<file path="config.mk">
export PLATFORM = sky130hd
export DESIGN_NAME = jam_cost_table_flat
export DESIGN_NICKNAME = d
export VERILOG_FILES = /design/src/rtl/jam_cost_table_pkg.sv /design/src/rtl/jam_cost_table_if.sv /design/src/rtl/jam_cost_mem.sv /design/src/rtl/jam_cost_table.sv /design/src/flat_wrapper.sv
export SDC_FILE = /design/constraint.sdc
export NUM_CORES = 1
export LEC_CHECK = 0
export BUFFER_PORTS_ARGS = -buffer_cell sky130_fd_sc_hd__buf_2
export CORE_ASPECT_RATIO = 1.2
export CORE_UTILIZATION = 55
export CTS_BUF_LIST = sky130_fd_sc_hd__clkbuf_16
export CTS_CLUSTER_SIZE = 40
export DETAILED_ROUTE_END_ITERATION = 8
export HOLD_SLACK_MARGIN = 0.12
export PLACE_DENSITY_LB_ADDON = 0.15
export SKIP_LAST_GASP = 1
export SLEW_MARGIN = 20
export SYNTH_ARGS = -nofsm -noshare
export SYNTH_HDL_FRONTEND = slang
export SYNTH_HIERARCHICAL = 1
export SYNTH_SLANG_ARGS = --single-unit
export TNS_END_PERCENT = 50
</file>
<file path="constraint.sdc">
create_clock -name CLK -period 5.9 [get_ports CLK]
set_input_delay 0.885 -clock CLK [delete_from_list [all_inputs] [get_ports CLK]]
set_output_delay 0.885 -clock CLK [all_outputs]
set_load 0.1 [all_outputs]
</file>
<file path="src/rtl/jam_cost_table_pkg.sv">
// Shared types and sizes for the job-assignment cost table: FSM states, table geometry, result widths.
// Latency: n/a (declarations only). Backpressure: n/a.
// Optional lookup statistics are enabled by defining JAM_STATS_EN.
package jam_pkg;
    localparam int N_WORKERS  = 8;
    localparam int N_JOBS     = 8;
    localparam int COST_W     = 7;
    localparam int MINCOST_W  = 10;
    localparam int MATCH_W    = 4;
    localparam int TBL_ADDR_W = 6;
    localparam int REQCNT_W   = 19;

    typedef enum logic [1:0] {
        IDLE  = 2'd0,
        LOAD  = 2'd1,
        SERVE = 2'd2,
        DONE  = 2'd3
    } jam_state_t;
endpackage

</file>
<file path="src/rtl/jam_cost_table_if.sv">
// Load, lookup and engine-result signals of the cost table; master drives, slave is the table.
// Latency: n/a (wiring only). Backpressure: none, the table never stalls its requester.
// Statistics output ReqCount is meaningful only when JAM_STATS_EN is defined.
interface jam_cost_table_if #(
    parameter int COST_W = jam_pkg::COST_W
);
    import jam_pkg::*;

    logic                  LoadEn;
    logic [COST_W-1:0]     LoadData;
    logic [2:0]            W;
    logic [2:0]            J;
    logic                  Valid;
    logic [MINCOST_W-1:0]  MinCost;
    logic [MATCH_W-1:0]    MatchCount;
    logic [COST_W-1:0]     Cost;
    logic                  Ready;
    logic                  Done;
    logic [MINCOST_W-1:0]  ResultCost;
    logic [MATCH_W-1:0]    ResultCount;
    logic [REQCNT_W-1:0]   ReqCount;

    modport master (
        output LoadEn, LoadData, W, J, Valid, MinCost, MatchCount,
        input  Cost, Ready, Done, ResultCost, ResultCount, ReqCount
    );

    modport slave (
        input  LoadEn, LoadData, W, J, Valid, MinCost, MatchCount,
        output Cost, Ready, Done, ResultCost, ResultCount, ReqCount
    );
endinterface

</file>
<file path="src/rtl/jam_cost_mem.sv">
// 64-entry cost storage, one synchronous write port and one asynchronous read port; contents never reset.
// Latency: write visible after the write edge, read is combinational. Backpressure: none.
// Unaffected by JAM_STATS_EN.
module jam_cost_mem #(
    parameter int DATA_W = 7,
    parameter int ADDR_W = 6,
    parameter int DEPTH  = 64
) (
    input  logic              CLK,
    input  logic              we,
    input  logic [ADDR_W-1:0] waddr,
    input  logic [DATA_W-1:0] wdata,
    input  logic [ADDR_W-1:0] raddr,
    output logic [DATA_W-1:0] rdata
);
    logic [DATA_W-1:0] mem [DEPTH];

    always_ff @(posedge CLK) begin
        if (we) begin
            mem[waddr] <= wdata;
        end
    end

    assign rdata = mem[raddr];
endmodule

</file>
<file path="src/rtl/jam_cost_table.sv">
// Cost table for the job-assignment engine: 64-beat load, zero-latency {W,J} lookups, sticky capture of the engine result.
// Latency: Cost is combinational from W/J while serving; Ready the cycle after beat 64. Backpressure: none, load beats are qualified by LoadEn only.
// Defining JAM_STATS_EN adds a saturating count of serving cycles on ReqCount; otherwise ReqCount is tied to 0.
module jam_cost_table
    import jam_pkg::*;
#(
    parameter int COST_W = jam_pkg::COST_W
) (
    input  logic             CLK,
    input  logic             RST,
    jam_cost_table_if.slave  bus
);
    localparam int DEPTH = N_WORKERS * N_JOBS;

    jam_state_t              state, state_nxt;
    logic [TBL_ADDR_W-1:0]   load_addr, load_addr_nxt;
    logic [TBL_ADDR_W-1:0]   mem_waddr;
    logic                    mem_we;
    logic                    capture;
    logic [COST_W-1:0]       mem_rdata;
    logic [MINCOST_W-1:0]    result_cost;
    logic [MATCH_W-1:0]      result_count;

    always_ff @(posedge CLK or posedge RST) begin
        if (RST) begin
            state     <= IDLE;
            load_addr <= '0;
        end else begin
            state     <= state_nxt;
            load_addr <= load_addr_nxt;
        end
    end

    always_comb begin
        state_nxt     = state;
        load_addr_nxt = load_addr;
        mem_we        = 1'b0;
        capture       = 1'b0;
        unique case (state)
            IDLE: begin
                if (bus.LoadEn) begin
                    mem_we        = 1'b1;
                    load_addr_nxt = TBL_ADDR_W'(1);
                    state_nxt     = LOAD;
                end
            end
            LOAD: begin
                // the 6-bit address wraps to 0 on the entry-63 write
                if (bus.LoadEn) begin
                    mem_we        = 1'b1;
                    load_addr_nxt = load_addr + TBL_ADDR_W'(1);
                    if (load_addr == TBL_ADDR_W'(DEPTH - 1)) begin
                        state_nxt = SERVE;
                    end
                end
            end
            SERVE: begin
                if (bus.Valid) begin
                    capture   = 1'b1;
                    state_nxt = DONE;
                end
            end
            DONE: begin
                state_nxt = DONE;
            end
            default: state_nxt = IDLE;
        endcase
    end

    assign mem_waddr = (state == IDLE) ? '0 : load_addr;

    jam_cost_mem #(
        .DATA_W (COST_W),
        .ADDR_W (TBL_ADDR_W),
        .DEPTH  (DEPTH)
    ) u_mem (
        .CLK   (CLK),
        .we    (mem_we),
        .waddr (mem_waddr),
        .wdata (bus.LoadData),
        .raddr ({bus.W, bus.J}),
        .rdata (mem_rdata)
    );

    always_ff @(posedge CLK or posedge RST) begin
        if (RST) begin
            result_cost  <= '0;
            result_count <= '0;
        end else if (capture) begin
            result_cost  <= bus.MinCost;
            result_count <= bus.MatchCount;
        end
    end

`ifdef JAM_STATS_EN
    logic [REQCNT_W-1:0] req_cnt;

    always_ff @(posedge CLK or posedge RST) begin
        if (RST) begin
            req_cnt <= '0;
        end else if (state == SERVE && req_cnt != {REQCNT_W{1'b1}}) begin
            req_cnt <= req_cnt + REQCNT_W'(1);
        end
    end

    assign bus.ReqCount = req_cnt;
`else
    assign bus.ReqCount = '0;
`endif

    assign bus.Cost        = (state == SERVE) ? mem_rdata : '0;
    assign bus.Ready       = (state == SERVE);
    assign bus.Done        = (state == DONE);
    assign bus.ResultCost  = result_cost;
    assign bus.ResultCount = result_count;
endmodule

</file>
<file path="src/flat_wrapper.sv">
// flat-port wrapper written by rule: the top's interface ports become plain ports
module jam_cost_table_flat import jam_pkg::*;
#(
    parameter int COST_W = jam_pkg::COST_W
)
  (CLK, RST, bus_LoadEn, bus_LoadData, bus_W, bus_J, bus_Valid, bus_MinCost, bus_MatchCount, bus_Cost, bus_Ready, bus_Done, bus_ResultCost, bus_ResultCount, bus_ReqCount);
  jam_cost_table_if #(.COST_W(COST_W)) bus_i ();
  input  logic CLK;
  input  logic RST;
  input wire logic [$bits(bus_i.LoadEn)-1:0] bus_LoadEn;
  input wire logic [$bits(bus_i.LoadData)-1:0] bus_LoadData;
  input wire logic [$bits(bus_i.W)-1:0] bus_W;
  input wire logic [$bits(bus_i.J)-1:0] bus_J;
  input wire logic [$bits(bus_i.Valid)-1:0] bus_Valid;
  input wire logic [$bits(bus_i.MinCost)-1:0] bus_MinCost;
  input wire logic [$bits(bus_i.MatchCount)-1:0] bus_MatchCount;
  output wire logic [$bits(bus_i.Cost)-1:0] bus_Cost;
  output wire logic [$bits(bus_i.Ready)-1:0] bus_Ready;
  output wire logic [$bits(bus_i.Done)-1:0] bus_Done;
  output wire logic [$bits(bus_i.ResultCost)-1:0] bus_ResultCost;
  output wire logic [$bits(bus_i.ResultCount)-1:0] bus_ResultCount;
  output wire logic [$bits(bus_i.ReqCount)-1:0] bus_ReqCount;
  assign bus_i.LoadEn = bus_LoadEn;
  assign bus_i.LoadData = bus_LoadData;
  assign bus_i.W = bus_W;
  assign bus_i.J = bus_J;
  assign bus_i.Valid = bus_Valid;
  assign bus_i.MinCost = bus_MinCost;
  assign bus_i.MatchCount = bus_MatchCount;
  assign bus_Cost = bus_i.Cost;
  assign bus_Ready = bus_i.Ready;
  assign bus_Done = bus_i.Done;
  assign bus_ResultCost = bus_i.ResultCost;
  assign bus_ResultCount = bus_i.ResultCount;
  assign bus_ReqCount = bus_i.ReqCount;
  jam_cost_table #(.COST_W(COST_W)) u_core (.CLK(CLK), .RST(RST), .bus(bus_i));
endmodule
</file>
==> impl_summary.txt <==
----------------------------------------------------
[Run status]
  Status ... complete, no violations

[Routing]
  Detailed Routing Iterations Pass 1 ... 5
  Remaining DRCs ... 0
  Number of nets with antenna violations after routing ... 0
  Number of vias per cell ... 6.17
  Wire length per cell ... about 27 µm
  Initial detailed-routing violation count ... 1000
  Total Routed Length ... between 30 and 40 mm
  Vias after detailed routing ... 9107

[Timing]
  Max Transition Viols Final ... 0
  Relative slew slack ... between 10% and 20%
  Count of endpoints failing setup in the final report ... 0
  Clock period minus worst slack ... about 4.4 ns
  Max Fclk ... around 230 MHz
  Setup repair after global routing missed its margin ... false
  Slew at the pin closest to its max-slew limit ... 1.25 ns
  Final hold vios ... 0
  Setup TNS ... 0 ns
  Final clock skew ... 0.0114 ns
  Fraction of the cycle the final worst path needs ... around 75%

[Layout]
  Final instance area ... 20700 µm²
  Diodes inserted ... 0
  Commonest non-fill, non-tap cell in the layout ... sky130_fd_sc_hd__edfxtp_1
  P&R area growth vs syn ... 10.3%
  Share of layout cells above drive strength 1 ... roughly a quarter
  Commonest cells after routing, fill and taps aside ... 448 x sky130_fd_sc_hd__edfxtp_1, 112 x sky130_fd_sc_hd__mux4_2, 78 x sky130_fd_sc_hd__nor2_1
  Number of nets in the layout ... ~1000

[Global route]
  Sum of overflow across all layers after global routing ... 0
  Global-route total usage across every layer ... between 20% and 30%
  First-pass GRT wire length ... between 50 and 60 mm
  Maximum number of pins on one net before global-route repair ... 65
  Antenna violations before repair ... 0
  Via count of the first global-routing pass ... around 9000

[Logic synthesis]
  Dominant cell type by area after synthesis ... sky130_fd_sc_hd__edfxtp_1
  Seq cells post-synth ... 470
  Yosys cell types ... 47
  Adder and majority gate portion of the synthesized area ... less than 1%
  Share of the synthesized area in compound gates (AO/OA/AOI/OAI) ... 2.70%
  Post-Synth XOR/XNOR Area ... 0%
  Largest cells by area after synthesis ... sky130_fd_sc_hd__edfxtp_1 72%, sky130_fd_sc_hd__mux4_2 13%, sky130_fd_sc_hd__dfrtp_1 2.9%
  Portion of the post-synthesis area used by sequential elements ... 74.8%
  Mux share of post-synthesis cell area ... between 15 and 20%
  Proportion of synthesized flip-flops having asynchronous set or reset ... 4.68%
  Post-synthesis cell area ... approximately 19000 µm²
  Avg Synthesized Cell Area ... roughly 20 µm²
  Number of synthesized flops with an enable pin ... 448
  Synth Warn # ... 6
  Post-Syn Instances ... approximately 930
  Largest family of logic cells by synthesized area ... multiplexers
  Dominant register cell in the synthesized netlist ... sky130_fd_sc_hd__edfxtp_1
  Synth top area share ... between 70% and 80%
  Synth Area in Simple Gates ... between 4 and 5%

[Pwr]
  Leakage component of the power ... 0.00678 µW
  Internal power component ... around 5400 µW
  Sequential fraction of design power ... 54.0%
  Power density over cell area ... around 340 nW/µm²
  Switch share ... between 20 and 25%
  Switching power of the nets ... 1610 µW
  Clock power frac ... a little under two fifths
  Combinational cell fraction of total power ... between 8 and 9%
  Worst-case vdd ir drop ... 0.242 mV

[Floorplanning]
  Floorplan die width ... between 150 and 200 µm
  Die height ... 204 µm
  Io pins ... 73
  Row cnt ... 73
  Area of the die ... ~35000 µm²
  Placeable core area ... between 30000 and 40000 µm²
  Starting Density ... 56.2%

[Clocking]
  Clock transition time at the flip-flop clock pins of the worst setup and hold paths ... around 0.06 ns
  Longest Clk Path Bufs ... 3
  Worst-skew pair later-pin latency ... roughly 0.54 ns
  Buffers inserted by post-CTS timing repair ... 0
  Number of sinks on the clock net ... between 400 and 500
  Total clock buffers created by CTS ... 45
  CTS H-tree depth ... 2
  Clock root buffer ... sky130_fd_sc_hd__clkbuf_16
  # hold bufs at CTS ... 0
  Number of gates resized after CTS ... 0
  CTS tree ... yes

[Setup path]
  R2R depth ... 5
  Endpoint kind of the worst setup timing path ... output port
  Destination of the worst register-to-register timing path ... u_core/u_mem/mem[27][5]$_DFFE_PP_
  Reg-to-reg slack, setup ... roughly 2.6 ns
  Crit Reg-Reg Startpoint ... u_core/state[0]$_DFFE_PP0P_
  Worst setup path category ... in2out
  Worst endpoint data arrival time ... roughly 3.5 ns
  Launching element type of the critical path ... input port
  Crit Path Max Fanout ... 47
  CP required ... 5.02 ns

[Place]
  Gpl congestion ... 0.841
  Half-perimeter wire length of the detailed placement result ... 23.9 mm
  Area after detailed placement ... 19300 µm²
  Buffers added on ports ... 53

[Min path]
  Count of cells along the worst hold path ... 1
  Type of the tightest min-delay check ... reg2reg
  Hold Path Sink ... u_core/bus.ResultCount[3]$_DFFE_PP0P_
  Min-delay src ... u_core/bus.ResultCount[3]$_DFFE_PP0P_

[Job]
  Reported max-cap violation count ... 0

----------------------------------------------------
## final cells by class
class,count,area (µm²)
clock buffers,45,1130
clock inverters,30,180
fillers,2365,12700
inverters,4,15.0
multi-input cells,408,4350
flip-flops and latches,470,14000
well taps,450,563
repair buffers,68,422
## synth_stat cells (6+ instances only)
| library cell | n |
|---|---|
| sky130_fd_sc_hd__mux2_4 | 10 |
| sky130_fd_sc_hd__o221ai_1 | 9 |
| sky130_fd_sc_hd__edfxtp_1 | 448 |
| sky130_fd_sc_hd__mux2_2 | 6 |
| sky130_fd_sc_hd__buf_4 | 25 |
| sky130_fd_sc_hd__mux2i_1 | 17 |
| sky130_fd_sc_hd__nand3_1 | 18 |
| sky130_fd_sc_hd__nand2b_1 | 7 |
| sky130_fd_sc_hd__o21ai_0 | 7 |
| sky130_fd_sc_hd__and2_1 | 8 |
| sky130_fd_sc_hd__clkbuf_1 | 20 |
| sky130_fd_sc_hd__o31ai_1 | 8 |
| sky130_fd_sc_hd__nor2b_1 | 11 |
| sky130_fd_sc_hd__nand2_1 | 15 |
| sky130_fd_sc_hd__nand3b_1 | 6 |
| sky130_fd_sc_hd__buf_2 | 15 |
| sky130_fd_sc_hd__nor2_1 | 78 |
| sky130_fd_sc_hd__o22ai_1 | 12 |
| sky130_fd_sc_hd__a22oi_1 | 8 |
| sky130_fd_sc_hd__mux4_2 | 112 |
| sky130_fd_sc_hd__dfrtp_1 | 22 |
| sky130_fd_sc_hd__buf_6 | 7 |
| sky130_fd_sc_hd__nor3_1 | 9 |
| sky130_fd_sc_hd__a21oi_1 | 7 |
## sequential cells by signal (all words and copies together) (netlist names)
register / count
u_core/bus.ResultCost: 10
u_core/bus.ResultCount: 4
u_core/load_addr: 6
u_core/state: 2
u_core/u_mem/mem: 448
## per-layer routing
layer	vias to the layer above	GRT usage (%)	wire length [µm]
li1	3903	-	-
met1	4786	33.5	16300
met2	353	36.9	19100
met3	63	4.38	2650
met4	2	8.33	1220
met5	-	1.30	54
## power groups by stage
stage	Sequential (µW)	Clock [µW]	Combinational (µW)
5_1_grt	3780	2780	642
3_5_place_dp	3840	0	602
3_3_place_gp	3840	0	596
2_1_floorplan	3870	0	385
4_1_cts	3770	2650	602
6_report	3770	2600	607
## through the flow
stage	utilization [%]	hold WS [ns]	std cells	worst slack (ns)	power, µW
after global placement	58.0	0.486	1400	1.48	4440
after floorplan	-	0.501	950	2.15	4250
final	62.0	0.502	1475	1.48	6980
after detailed placement	58.0	0.488	1400	1.44	4450
after CTS	61.9	0.504	1475	1.44	7020
after global routing	62.0	0.509	1475	1.30	7200
## how the worst max path moves through the flow
stage,startpoint,slack [ns],cells after the start,to
2_1_floorplan,bus_J[2],2.15,8,bus_Cost[4]
3_3_place_gp,bus_J[0],1.48,8,bus_Cost[1]
3_5_place_dp,bus_J[0],1.44,8,bus_Cost[0]
4_1_cts,bus_J[0],1.44,8,bus_Cost[0]
5_1_grt,bus_J[0],1.30,8,bus_Cost[0]
6_report,bus_J[0],1.48,8,bus_Cost[6]
## cells by family (layout without fill, tap and decap cells)
logic type	count (synthesis)	count (layout)
fa+ha+maj	1	1
mux	145	145
flops	470	470
compound gates	72	72
simple gates	171	171
buf+inv	72	147
other cells	1	19
## worst max-delay path, stage by stage
cell,delay [ns]
sky130_fd_sc_hd__buf_6,0.48
sky130_fd_sc_hd__buf_4,0.31
sky130_fd_sc_hd__mux4_2,0.51
sky130_fd_sc_hd__mux2i_1,0.36
sky130_fd_sc_hd__a211oi_1,0.20
sky130_fd_sc_hd__a22o_1,0.27
sky130_fd_sc_hd__and2_1,0.17
sky130_fd_sc_hd__buf_2,0.30
Power figures use the tool's default switching activity.
